<file path="src/rtl/from_hex.sv">
// Receive-path ASCII-hex decoder: pops characters from the RX queue, pairs hex
// digits into bytes and holds each byte on out_data/out_en until out_ack.
module from_hex (
    input  logic       clk,
    input  logic       rst,
    input  logic [7:0] rx_data,
    input  logic       rx_rdy,
    output logic       rx_ack,
    output logic [7:0] out_data,
    output logic       out_en,
    input  logic       out_ack,
    output logic       bad_char,
    output logic [7:0] bad_count
);

    typedef enum logic {IDLE, HIGH} state_t;

    state_t     state;
    logic [3:0] hi;

    function automatic logic is_digit(input logic [7:0] c);
        return (c >= 8'h30) && (c <= 8'h39);
    endfunction

    function automatic logic is_hex(input logic [7:0] c);
        return is_digit(c) ||
               ((c >= 8'h61) && (c <= 8'h66)) ||
               ((c >= 8'h41) && (c <= 8'h46));
    endfunction

    function automatic logic is_sep(input logic [7:0] c);
        return (c == 8'h20) || (c == 8'h0D) || (c == 8'h0A) || (c == 8'h2C);
    endfunction

    // Letters a-f / A-F both have low nibble 1..6, so +9 maps them to 10..15.
    function automatic logic [3:0] hex_val(input logic [7:0] c);
        return is_digit(c) ? c[3:0] : c[3:0] + 4'd9;
    endfunction

    logic       hex_c;
    logic       sep_c;
    logic       emit;
    logic       accept;
    logic [3:0] val;

    always_comb begin
        hex_c  = is_hex(rx_data);
        sep_c  = is_sep(rx_data);
        val    = hex_val(rx_data);
        emit   = (state == HIGH) && (hex_c || sep_c);
        // rx_ack high marks the recovery cycle; emitting chars wait for a free output
        accept = rx_rdy && !rx_ack && (!emit || !out_en);
    end

    always_ff @(posedge clk) begin
        if (!rst) begin
            state     <= IDLE;
            hi        <= 4'h0;
            rx_ack    <= 1'b0;
            out_en    <= 1'b0;
            out_data  <= 8'h00;
            bad_char  <= 1'b0;
            bad_count <= 8'h00;
        end else begin
            rx_ack   <= accept;
            bad_char <= 1'b0;
            if (out_en && out_ack)
                out_en <= 1'b0;
            if (accept) begin
                if (hex_c) begin
                    if (state == IDLE) begin
                        hi    <= val;
                        state <= HIGH;
                    end else begin
                        out_data <= {hi, val};
                        out_en   <= 1'b1;
                        state    <= IDLE;
                    end
                end else if (sep_c) begin
                    if (state == HIGH) begin
                        out_data <= {4'h0, hi};
                        out_en   <= 1'b1;
                        state    <= IDLE;
                    end
                end else begin
                    bad_char <= 1'b1;
                    if (bad_count != 8'hFF)
                        bad_count <= bad_count + 8'd1;
                    state <= IDLE;
                end
            end
        end
    end

endmodule

</file>
<file path="config.mk">
export PLATFORM = sky130hd
export DESIGN_NAME = from_hex
export DESIGN_NICKNAME = d
export VERILOG_FILES = /design/src/rtl/from_hex.sv
export SDC_FILE = /design/constraint.sdc
export NUM_CORES = 1
export LEC_CHECK = 0
export ABC_AREA = 1
export CORE_AREA = 2 2 58 60
export CTS_CLUSTER_DIAMETER = 100
export DETAILED_ROUTE_END_ITERATION = 8
export DIE_AREA = 0 0 60 62
export GPL_TIMING_DRIVEN = 0
export PLACE_DENSITY = 0.81
export SLEW_MARGIN = 25
export SYNTH_ARGS = -nofsm -noshare
export SYNTH_HDL_FRONTEND = slang
export SYNTH_SLANG_ARGS = --single-unit
</file>
<file path="constraint.sdc">
create_clock -name clk -period 2.2 [get_ports clk]
set_input_delay 0.44 -clock clk [delete_from_list [all_inputs] [get_ports clk]]
set_output_delay 0.44 -clock clk [all_outputs]
set_load 0.02 [all_outputs]
</file>
==> results of run 1 <==
-- kinds of logic after synthesis --
family,count (synthesis),share of synthesized area
AND/OR/NAND/NOR,111,0.3845
flip-flops,24,0.3203
adder cells (fa/ha/maj),5,0.04170
AO/OA/AOI/OAI,32,0.1293
buffers and inverters,38,0.1009
XOR/XNOR,4,0.02335
-- power by group --
part	internal (W)	total, W	switching, W	leakage (nW)
Combinational	0.0000635	0.000155	0.0000917	0.545
Clock	0.000184	0.000314	0.000130	0.0279
Sequential	0.000445	0.000452	0.00000687	0.195
Total	0.000692	0.000921	0.000229	0.768
-- timing repair --
| action | 4_1_cts | 5_1_grt |
|---|---|---|
| setup endpoints to repair | 13 | 23 |
| pin swaps | 0 | 1 |
| gates resized for setup | 5 | 5 |
| gates cloned | 0 | 0 |
| buffers inserted | 0 | 1 |
-- metal layers --
metal / wire length (um) / vias to the layer above / GRT usage
met2: 1322 / 26 / 0.2655
met1: 1315 / 586 / 0.2129
li1: - / 739 / -
met3: 80 / 4 / 0.01242
met5: 0 / - / 0
met4: 46 / 0 / 0.04762
-- stage by stage --
stage | std cells | power [W] | hold slack [ns] | setup TNS, ns | utilization
2_1_floorplan | 214 | 0.0005559 | 0.4443 | 0 | -
3_3_place_gp | 290 | 0.0006120 | 0.4576 | -7.172 | 0.5844
3_5_place_dp | 290 | 0.0006138 | 0.4639 | -7.410 | 0.5844
4_1_cts | 294 | 0.0009291 | 0.4841 | 0 | 0.6033
5_1_grt | 295 | 0.0009648 | 0.4993 | 0 | 0.6088
6_report | 295 | 0.0009212 | 0.4828 | 0 | 0.6088
-- sequential cells by signal, summed over array words and instances, names as in the netlist --
register / flops
hi: 4
bad_count: 8
out_en: 1
state: 1
bad_char: 1
rx_ack: 1
out_data: 8
-- worst min-delay path: cells and delay by family, from the launching register on --
kind            cells  cell delay [ns]
flops               1             0.33
simple gates        1             0.07
compound gates      1             0.05
-- worst max-delay path by stage --
stage | from | to | depth (start not counted)
2_1_floorplan | rx_data[0] | bad_count[7]$_SDFFE_PN0P_ | 15
3_3_place_gp | rx_data[0] | bad_count[2]$_SDFFE_PN0P_ | 14
3_5_place_dp | rx_data[0] | bad_count[0]$_SDFFE_PN0P_ | 14
4_1_cts | rx_data[1] | bad_count[3]$_SDFFE_PN0P_ | 13
5_1_grt | rx_data[3] | out_data[3]$_SDFFE_PN0P_ | 14
6_report | rx_data[3] | out_data[3]$_SDFFE_PN0P_ | 14
-- cell type report --
type,count,area [sq um],area share
Multi-Input combinational cell,152,884.6,0.4570
Timing Repair Buffer,31,309.0,0.1597
Sequential cell,24,480.5,0.2482
Inverter,36,142.6,0.07369
Clock buffer,3,22.52,0.01164
Tap cell,46,57.56,0.02973
Clock inverter,1,30.03,0.01551
Buffer,2,8.758,0.004525
-- synth_stat cells --
cell type | number | area [sq um]
nand2_1 | 45 | 168.9
inv_1 | 31 | 116.4
nor2_1 | 26 | 97.59
dfxtp_1 | 24 | 480.5
o21ai_0 | 15 | 75.07
nand2_2 | 13 | 81.33
a21oi_2 | 9 | 78.83
a21oi_1 | 7 | 35.03
ha_1 | 5 | 62.56
nand4_1 | 5 | 31.28
nand3_1 | 4 | 20.02
nor2_2 | 4 | 25.02
nor2_4 | 4 | 45.04
xor2_1 | 4 | 35.03
inv_2 | 3 | 11.26
nand3_4 | 3 | 52.55
nor3_1 | 3 | 15.01
buf_2 | 1 | 5.000
clkbuf_1 | 1 | 3.750
clkinv_1 | 1 | 3.750
inv_8 | 1 | 11.26
nand3_2 | 1 | 10.01
nand3b_2 | 1 | 11.26
nand4_2 | 1 | 12.51
o21ai_1 | 1 | 5.000
or2_2 | 1 | 6.260
==> results.md, run 1 <==
* First-pass GRT wire length at 4574 um
* Crit path largest cell delay at 0.52 ns
* Min-Delay Endpoint: out_data[0]$_SDFFE_PN0P_
* Core ar. at 3179 sq um
* Slew of the pin with the lowest slew margin at 0.6387 ns
* Peak Freq at 511.1 MHz
* CP required at 2.45 ns
* HPWL after DPL at 2142 um
* Critical Path End Type: flop
* FF-to-FF End: bad_count[7]$_SDFFE_PN0P_
* Placement-stage cell area at 1858 sq um
* Drt first-iter violations at 20
* Initial Util at 0.4719
* Gp weighted congestion at 0.8529
* Final setup margin at 0.2434 ns
* Clock skew at 0.001215 ns
* R2R Setup Slk at 0.77 ns
* Static leakage at 0.7676 nW
* DRC violations left at 0
* Synth-to-Final Area Change at 29.02%
* Most common cell after layout, fill and taps aside: nand2_1
* CP cell instances: clkdlybuf4s50_1, inv_2, nand2_1, nor2_4, nand2_2, nor2_4, nor2_4, nand3_4, nand2_2, inv_2, nand3_4, inv_8, nand2_2, a21oi_2
* CTS tree: built
* Slowest-stage cell, CP: clkdlybuf4s50_1
* Die area at 3720 sq um
* Global route overflow at 0
* Setup violators final at 0
* Largest net degree at the start of global routing at 15
* Standard-cell rows at 21
* Root Buffer: clkbuf_4
* Most frequent cells in the layout: nand2_1 (45), inv_1 (30), clkdlybuf4s50_1 (28)
* Share of cells above drive strength 1 at 0.2048
* Final period utilization at 0.8894
* Die X at 60 um
* Yosys warns at 0
* Vias in the first global route at 1101
* Hold depth at 2
* Nets@finish at 267
* Final min period at 1.957 ns
* Seq cells post-synth at 24
* IO buf count at 30
* Antenna Diode Count at 0
* Cell area after synthesis at 1500 sq um
* Pre-antenna DRT Iters at 4
* RSZ-0062 raised after global routing: no
* Kind of critical path: in2reg
* Final Hold Vio Count at 0
* Vias per cell at 4.593
* Via count at 1355
* Detailed Route WL at 2764 um
* Layout fillers at 303
* Worst skew pair latency at 0.31 ns
* Status: finished clean
* Post-Synthesis Net Count at 231
* Max Buffers Root-to-Sink at 2
* Max VDD drop at 0.0003372 V
* Slew Limit Fails at 0
* Post-route cell area at 1936 sq um
* Post-Syn Instances at 214
* Clock transition at path regs at 0.13 ns
* Io pins at 31
* Global Route Usage Sum at 0.1565
* R2r worst-path depth at 9
* ANT nets after route at 0
* CTS sink count at 24
* H-tree depth at 1
* Sequential share of the synthesized area at 0.3203
* CTS Hold Buffers Added at 0
* HP Class: reg2reg
* Worst-path fanout max at 10
* Critical path launch point type: primary input
* Post-synthesis cell type count at 26
* Initial antenna violation count at 0
* Place WS at -0.3972 ns
* Worst Path Buf+Inv at 4
* PwrDens at 475.9 nW/um^2
* Die height at 62 um
* Slew headroom at 0.5742
* Average wire per standard cell at 9.369 um
* HP Start: out_data[0]$_SDFFE_PN0P_
* Reg-to-reg startpoint: bad_count[0]$_SDFFE_PN0P_
* Max Cap Viol at 0
* Arr. time, crit path at 2.21 ns
* Mean cell area of the mapped netlist at 7.010 sq um
* CTS Buf Count at 3
* CP top delay family: buffers and inverters
Power figures use the tool's default switching activity.
==> run 2: changes to the inputs <==
- CORE_AREA: 2 2 58 60 -> 2 2 57 59
- CTS_BUF_LIST: unset -> sky130_fd_sc_hd__clkbuf_4 sky130_fd_sc_hd__clkbuf_8
- DIE_AREA: 0 0 60 62 -> 0 0 59 61
- PLACE_DENSITY: 0.81 -> 0.83
==> results.md, run 2 (synthesis gave the netlist of run 1 again) <==
* Detailed Route WL at 2902 um
* RSZ-0062 raised after global routing: no
* Final Hold Vio Count at 0
* Clock transition at path regs at 0.14 ns
* Die X at 59 um
* Io pins at 31
* Setup crit start: rx_data[2]
* Status: finished clean
* Share of cells above drive strength 1 at 0.1935
* Arr. time, crit path at 2.19 ns
* Worst skew pair latency at 0.32 ns
* Root Buffer: clkbuf_4
* Slew headroom at 0.5664
* CTS sink count at 24
* Initial antenna violation count at 0
* First-pass GRT wire length at 5037 um
* Max Buffers Root-to-Sink at 2
* CTS Hold Buffers Added at 0
* HPWL after DPL at 2265 um
* Kind of critical path: in2reg
* Largest net degree at the start of global routing at 15
* ANT nets after route at 0
* Final setup margin at 0.2350 ns
* Vias per cell at 4.932
* Place WS at -0.4520 ns
* Worst-path fanout max at 8
* Detail Route met3 WL at 92 um
* Via count at 1386
* Reg-to-reg startpoint: bad_count[0]$_SDFFE_PN0P_
* Antenna Diode Count at 0
* Drt first-iter violations at 38
* CTS tree: built
* Core ar. at 2953 sq um
* PwrDens at 487.4 nW/um^2
* Gp weighted congestion at 0.7818
* Synth-to-Final Area Change at 27.36%
* Final period utilization at 0.8932
* Pre-antenna DRT Iters at 5
* Most common cell after layout, fill and taps aside: nand2_1
* Clock skew at 0.008441 ns
* DRC violations left at 0
* Slew Limit Fails at 0
* Biggest regs: bad_count: 8 flops, out_data: 8 flops, hi: 4 flops
* Static leakage at 0.7731 nW
* Vias in the first global route at 1249
* Max VDD drop at 0.0002321 V
* Average wire per standard cell at 10.33 um
* Die height at 61 um
* HP Start: out_data[5]$_SDFFE_PN0P_
* Global Route Usage Sum at 0.1784
* Peak Freq at 508.9 MHz
* M1 WL at 1339 um
* Total Power at 0.0009312 W
* Final min period at 1.965 ns
* CP required at 2.43 ns
* Setup violators final at 0
* Slew of the pin with the lowest slew margin at 0.6503 ns
* Critical path launch point type: primary input
* Placed insts at 277
* Critical Path End Type: flop
* H-tree depth at 1
* HP Class: reg2reg
* IO buf count at 30
* Top Metal Used: met4
* Die area at 3599 sq um
* Global route overflow at 0
* Non-Filler Instances at 281
* Most frequent cells in the layout: nand2_1 (45), inv_1 (30), clkdlybuf4s50_1 (28)
* Nets@finish at 266
* Initial Util at 0.5081
* Fin Setup TNS at 0 ns
* Max Cap Viol at 0
* Standard-cell rows at 20
* CTS Buf Count at 3
* Met2 wire length at 1409 um
==> run 2: cell count changes in the layout (fill, tap and decap cells not counted), sizes merged <==
cell	delta
buf	-1
dlygate4sd2	-1
dlymetal6s2s	+1
==> run 2: final timing paths <==
check	endpoint	depth (start not counted)	slack, ns
worst max register to register	bad_count[7]$_SDFFE_PN0P_	9	0.70
worst min register to register	out_data[5]$_SDFFE_PN0P_	2	0.49
worst max-delay path	bad_count[7]$_SDFFE_PN0P_	14	0.23
worst min-delay path	out_data[5]$_SDFFE_PN0P_	2	0.49
==> run 2: per-layer routing <==
metal / vias to the layer above / track usage
met5: - / 0
met4: 0 / 0.07143
met3: 7 / 0.01706
met2: 33 / 0.3143
met1: 610 / 0.2244
li1: 736 / -
==> run 2: repair_timing <==
item	4_1_cts	5_1_grt
endpoints found under the setup margin	15	21
pin swaps	0	2
resized for setup	5	4
buffers inserted	0	0
==> run 2: per-stage QoR <==
stage               hold slack [ns]  utilization  instance area, sq um
floorplan                    0.4443            -                  1500
global placement             0.4645       0.6237                  1842
detailed placement           0.4633       0.6237                  1842
CTS                          0.4846       0.6453                  1906
global route                 0.4917       0.6470                  1911
finish                       0.4867       0.6470                  1911
==> run 2: where the power goes <==
part           internal (W)  switching (W)
sequential         0.000445     0.00000734
combinational     0.0000639      0.0000931
clock              0.000184       0.000138
total              0.000693       0.000238
==> run 2: worst max-delay path, stage by stage <==
cell and delay, ns:
clkdlybuf4s50_1 0.59, nand2_1 0.12, clkinv_1 0.07, nand2_1 0.06, nand2_2 0.08, nor2_4 0.04, nor2_4 0.11, nand3_4 0.15
nand3_4 0.13, nand3_1 0.09, nor2_1 0.16, nand2_1 0.06, nand2_1 0.05, nor2_1 0.04
==> run 2: layout make-up <==
| cell class | instances | area, sq um |
|---|---|---|
| fillers | 258 | 1042 |
| clock inverters | 1 | 30.03 |
| multi-input cells | 152 | 879.6 |
| flip-flops and latches | 24 | 480.5 |
| inverters | 36 | 142.6 |
| repair buffers | 30 | 305.3 |
| well taps | 33 | 41.29 |
| clock buffers | 3 | 22.52 |
| plain buffers | 2 | 8.758 |
==> run 3: changes to the inputs <==
- PLACE_DENSITY: 0.83 -> 0.89
==> results.md, run 3 (synthesis gave the netlist of run 1 again) <==
* Non-Filler Instances at 281
* H-tree depth at 1
* Final Util at 0.6424
* ANT nets after route at 0
* Worst skew pair latency at 0.32 ns
* Vias per cell at 4.822
* Global Route Usage Sum at 0.1693
* PwrDens at 446.5 nW/um^2
* Arr. time, crit path at 2.21 ns
* Reg-to-reg startpoint: bad_count[0]$_SDFFE_PN0P_
* Kind of critical path: in2reg
* Root Buffer: clkbuf_4
* Max Buffers Root-to-Sink at 2
* RSZ-0062 raised after global routing: no
* Standard-cell rows at 20
* Pre-antenna DRT Iters at 4
* Internal power at 0.0006101 W
* Hold Slack at 0.4862 ns
* Setup violators final at 0
* Reg power frac at 0.533
* CTS sink count at 24
* Comb pwr share at 0.185
* Sequential cell area at 480.5 sq um
* Antenna Diode Count at 0
* Sw frac at 0.2797
* Min-Delay Endpoint: out_data[0]$_SDFFE_PN0P_
* Worst-path fanout max at 10
* Final period utilization at 0.8872
* First-pass GRT wire length at 4726 um
* Slew Limit Fails at 0
* Global route overflow at 0
* CTS Hold Buffers Added at 0
* Biggest regs: bad_count: 8 flops, out_data: 8 flops, hi: 4 flops
* Sw Pwr at 0.0002369 W
* Clk pwr share at 0.282
* DRC violations left at 0
* R2R Setup Slk at 0.71 ns
* Placed insts at 277
* Post-CTS Setup Repair Bufs at 0
* Initial Util at 0.5081
* CTS tree: built
* Area of the multi-input gates at 882.1 sq um
* Status: finished clean
* Fin Setup TNS at 0 ns
* FF-to-FF End: bad_count[3]$_SDFFE_PN0P_
* Peak Freq at 512.3 MHz
* Total Power at 0.0008470 W
* Drt first-iter violations at 43
* Die X at 59 um
* Slew of the pin with the lowest slew margin at 0.6127 ns
* Clock skew at 0.008121 ns
* Die height at 61 um
* Layout fillers at 275
* Die area at 3599 sq um
* Vias in the first global route at 1192
* Critical Path End Type: flop
* CP required at 2.46 ns
* Core ar. at 2953 sq um
* Gp weighted congestion at 0.8116
* Static leakage at 0.7656 nW
* Clock transition at path regs at 0.13 ns
* R2r worst-path depth at 7
* HP Class: reg2reg
* Via count at 1355
* HP Start: out_data[0]$_SDFFE_PN0P_
* Slew headroom at 0.5915
* Hold depth at 2
* Final Hold Vio Count at 0
* CTS Buf Count at 3
* Final min period at 1.952 ns
* Most frequent cells in the layout: nand2_1 (45), inv_1 (30), clkdlybuf4s50_1 (28)
* Share of cells above drive strength 1 at 0.1976
* IO buf count at 30
* Critical path launch point type: primary input
* Synth-to-Final Area Change at 26.44%
* Nets@finish at 266
* Initial antenna violation count at 0
* Average wire per standard cell at 10.26 um
* Io pins at 31
* HPWL after DPL at 2135 um
* Most common cell after layout, fill and taps aside: nand2_1
* Largest net degree at the start of global routing at 14
* Max VDD drop at 0.0001980 V
* Detailed Route WL at 2882 um
* Max Cap Viol at 0
## run 3: worst max-delay path by stage
stage | slack (ns) | depth (start not counted) | startpoint | end
after floorplan | 0.33 | 15 | rx_data[0] | bad_count[7]$_SDFFE_PN0P_
after global placement | -0.35 | 14 | rx_data[0] | bad_count[2]$_SDFFE_PN0P_
after detailed placement | -0.38 | 14 | rx_data[0] | bad_count[2]$_SDFFE_PN0P_
after CTS | 0.001 | 15 | rx_data[1] | bad_count[7]$_SDFFE_PN0P_
after global routing | 0.09 | 14 | rx_data[3] | out_data[0]$_SDFFE_PN0P_
final | 0.25 | 14 | rx_data[3] | out_data[3]$_SDFFE_PN0P_
## run 3: metal layers
metal  global-route usage  vias to the layer above  part of all wire
met2               0.2698                       28              0.49
met4              0.07468                        0             0.012
met3              0.03412                        5             0.025
met5                    0                        -                 0
li1                     -                      738                 -
met1               0.2227                      584              0.47
## run 3: what timing repair did
item,CTS,global route
pin swaps,0,1
gates resized for setup,4,5
setup endpoints to repair,4,20
## run 3: power groups by stage
stage	clock network, W	logic [W]	registers (W)
6_report	0.000239	0.000156	0.000452
4_1_cts	0.000241	0.000154	0.000452
2_1_floorplan	0	0.0000854	0.000470
3_3_place_gp	0	0.000150	0.000461
3_5_place_dp	0	0.000152	0.000462
5_1_grt	0.000261	0.000175	0.000453
## run 3: final cells by class
| cell class | count | area share |
|---|---|---|
| Clock buffer | 4 | 0.01913 |
| Tap cell | 33 | 0.02177 |
| Sequential cell | 24 | 0.2533 |
| Timing Repair Buffer | 30 | 0.1609 |
| Inverter | 36 | 0.07520 |
| Buffer | 2 | 0.004617 |
| Multi-Input combinational cell | 152 | 0.4650 |
## run 3: metrics by stage
stage	cell area [sq um]	worst slack (ns)
after CTS	1881	0.001136
after floorplan	1500	0.3265
after detailed placement	1842	-0.3765
after global placement	1842	-0.3461
final	1897	0.2481
after global routing	1897	0.09262
## run 3: critical path, stage by stage
cell and delay, ns:
clkdlybuf4s50_1 0.53, inv_2 0.10, nand2_1 0.08, nor2_4 0.11, nand2_2 0.07, nor2_4 0.10, nor2_4 0.05, nand3_4 0.14
nand2_2 0.06, inv_2 0.06, nand3_4 0.15, inv_8 0.14, nand2_2 0.06, a21oi_2 0.10
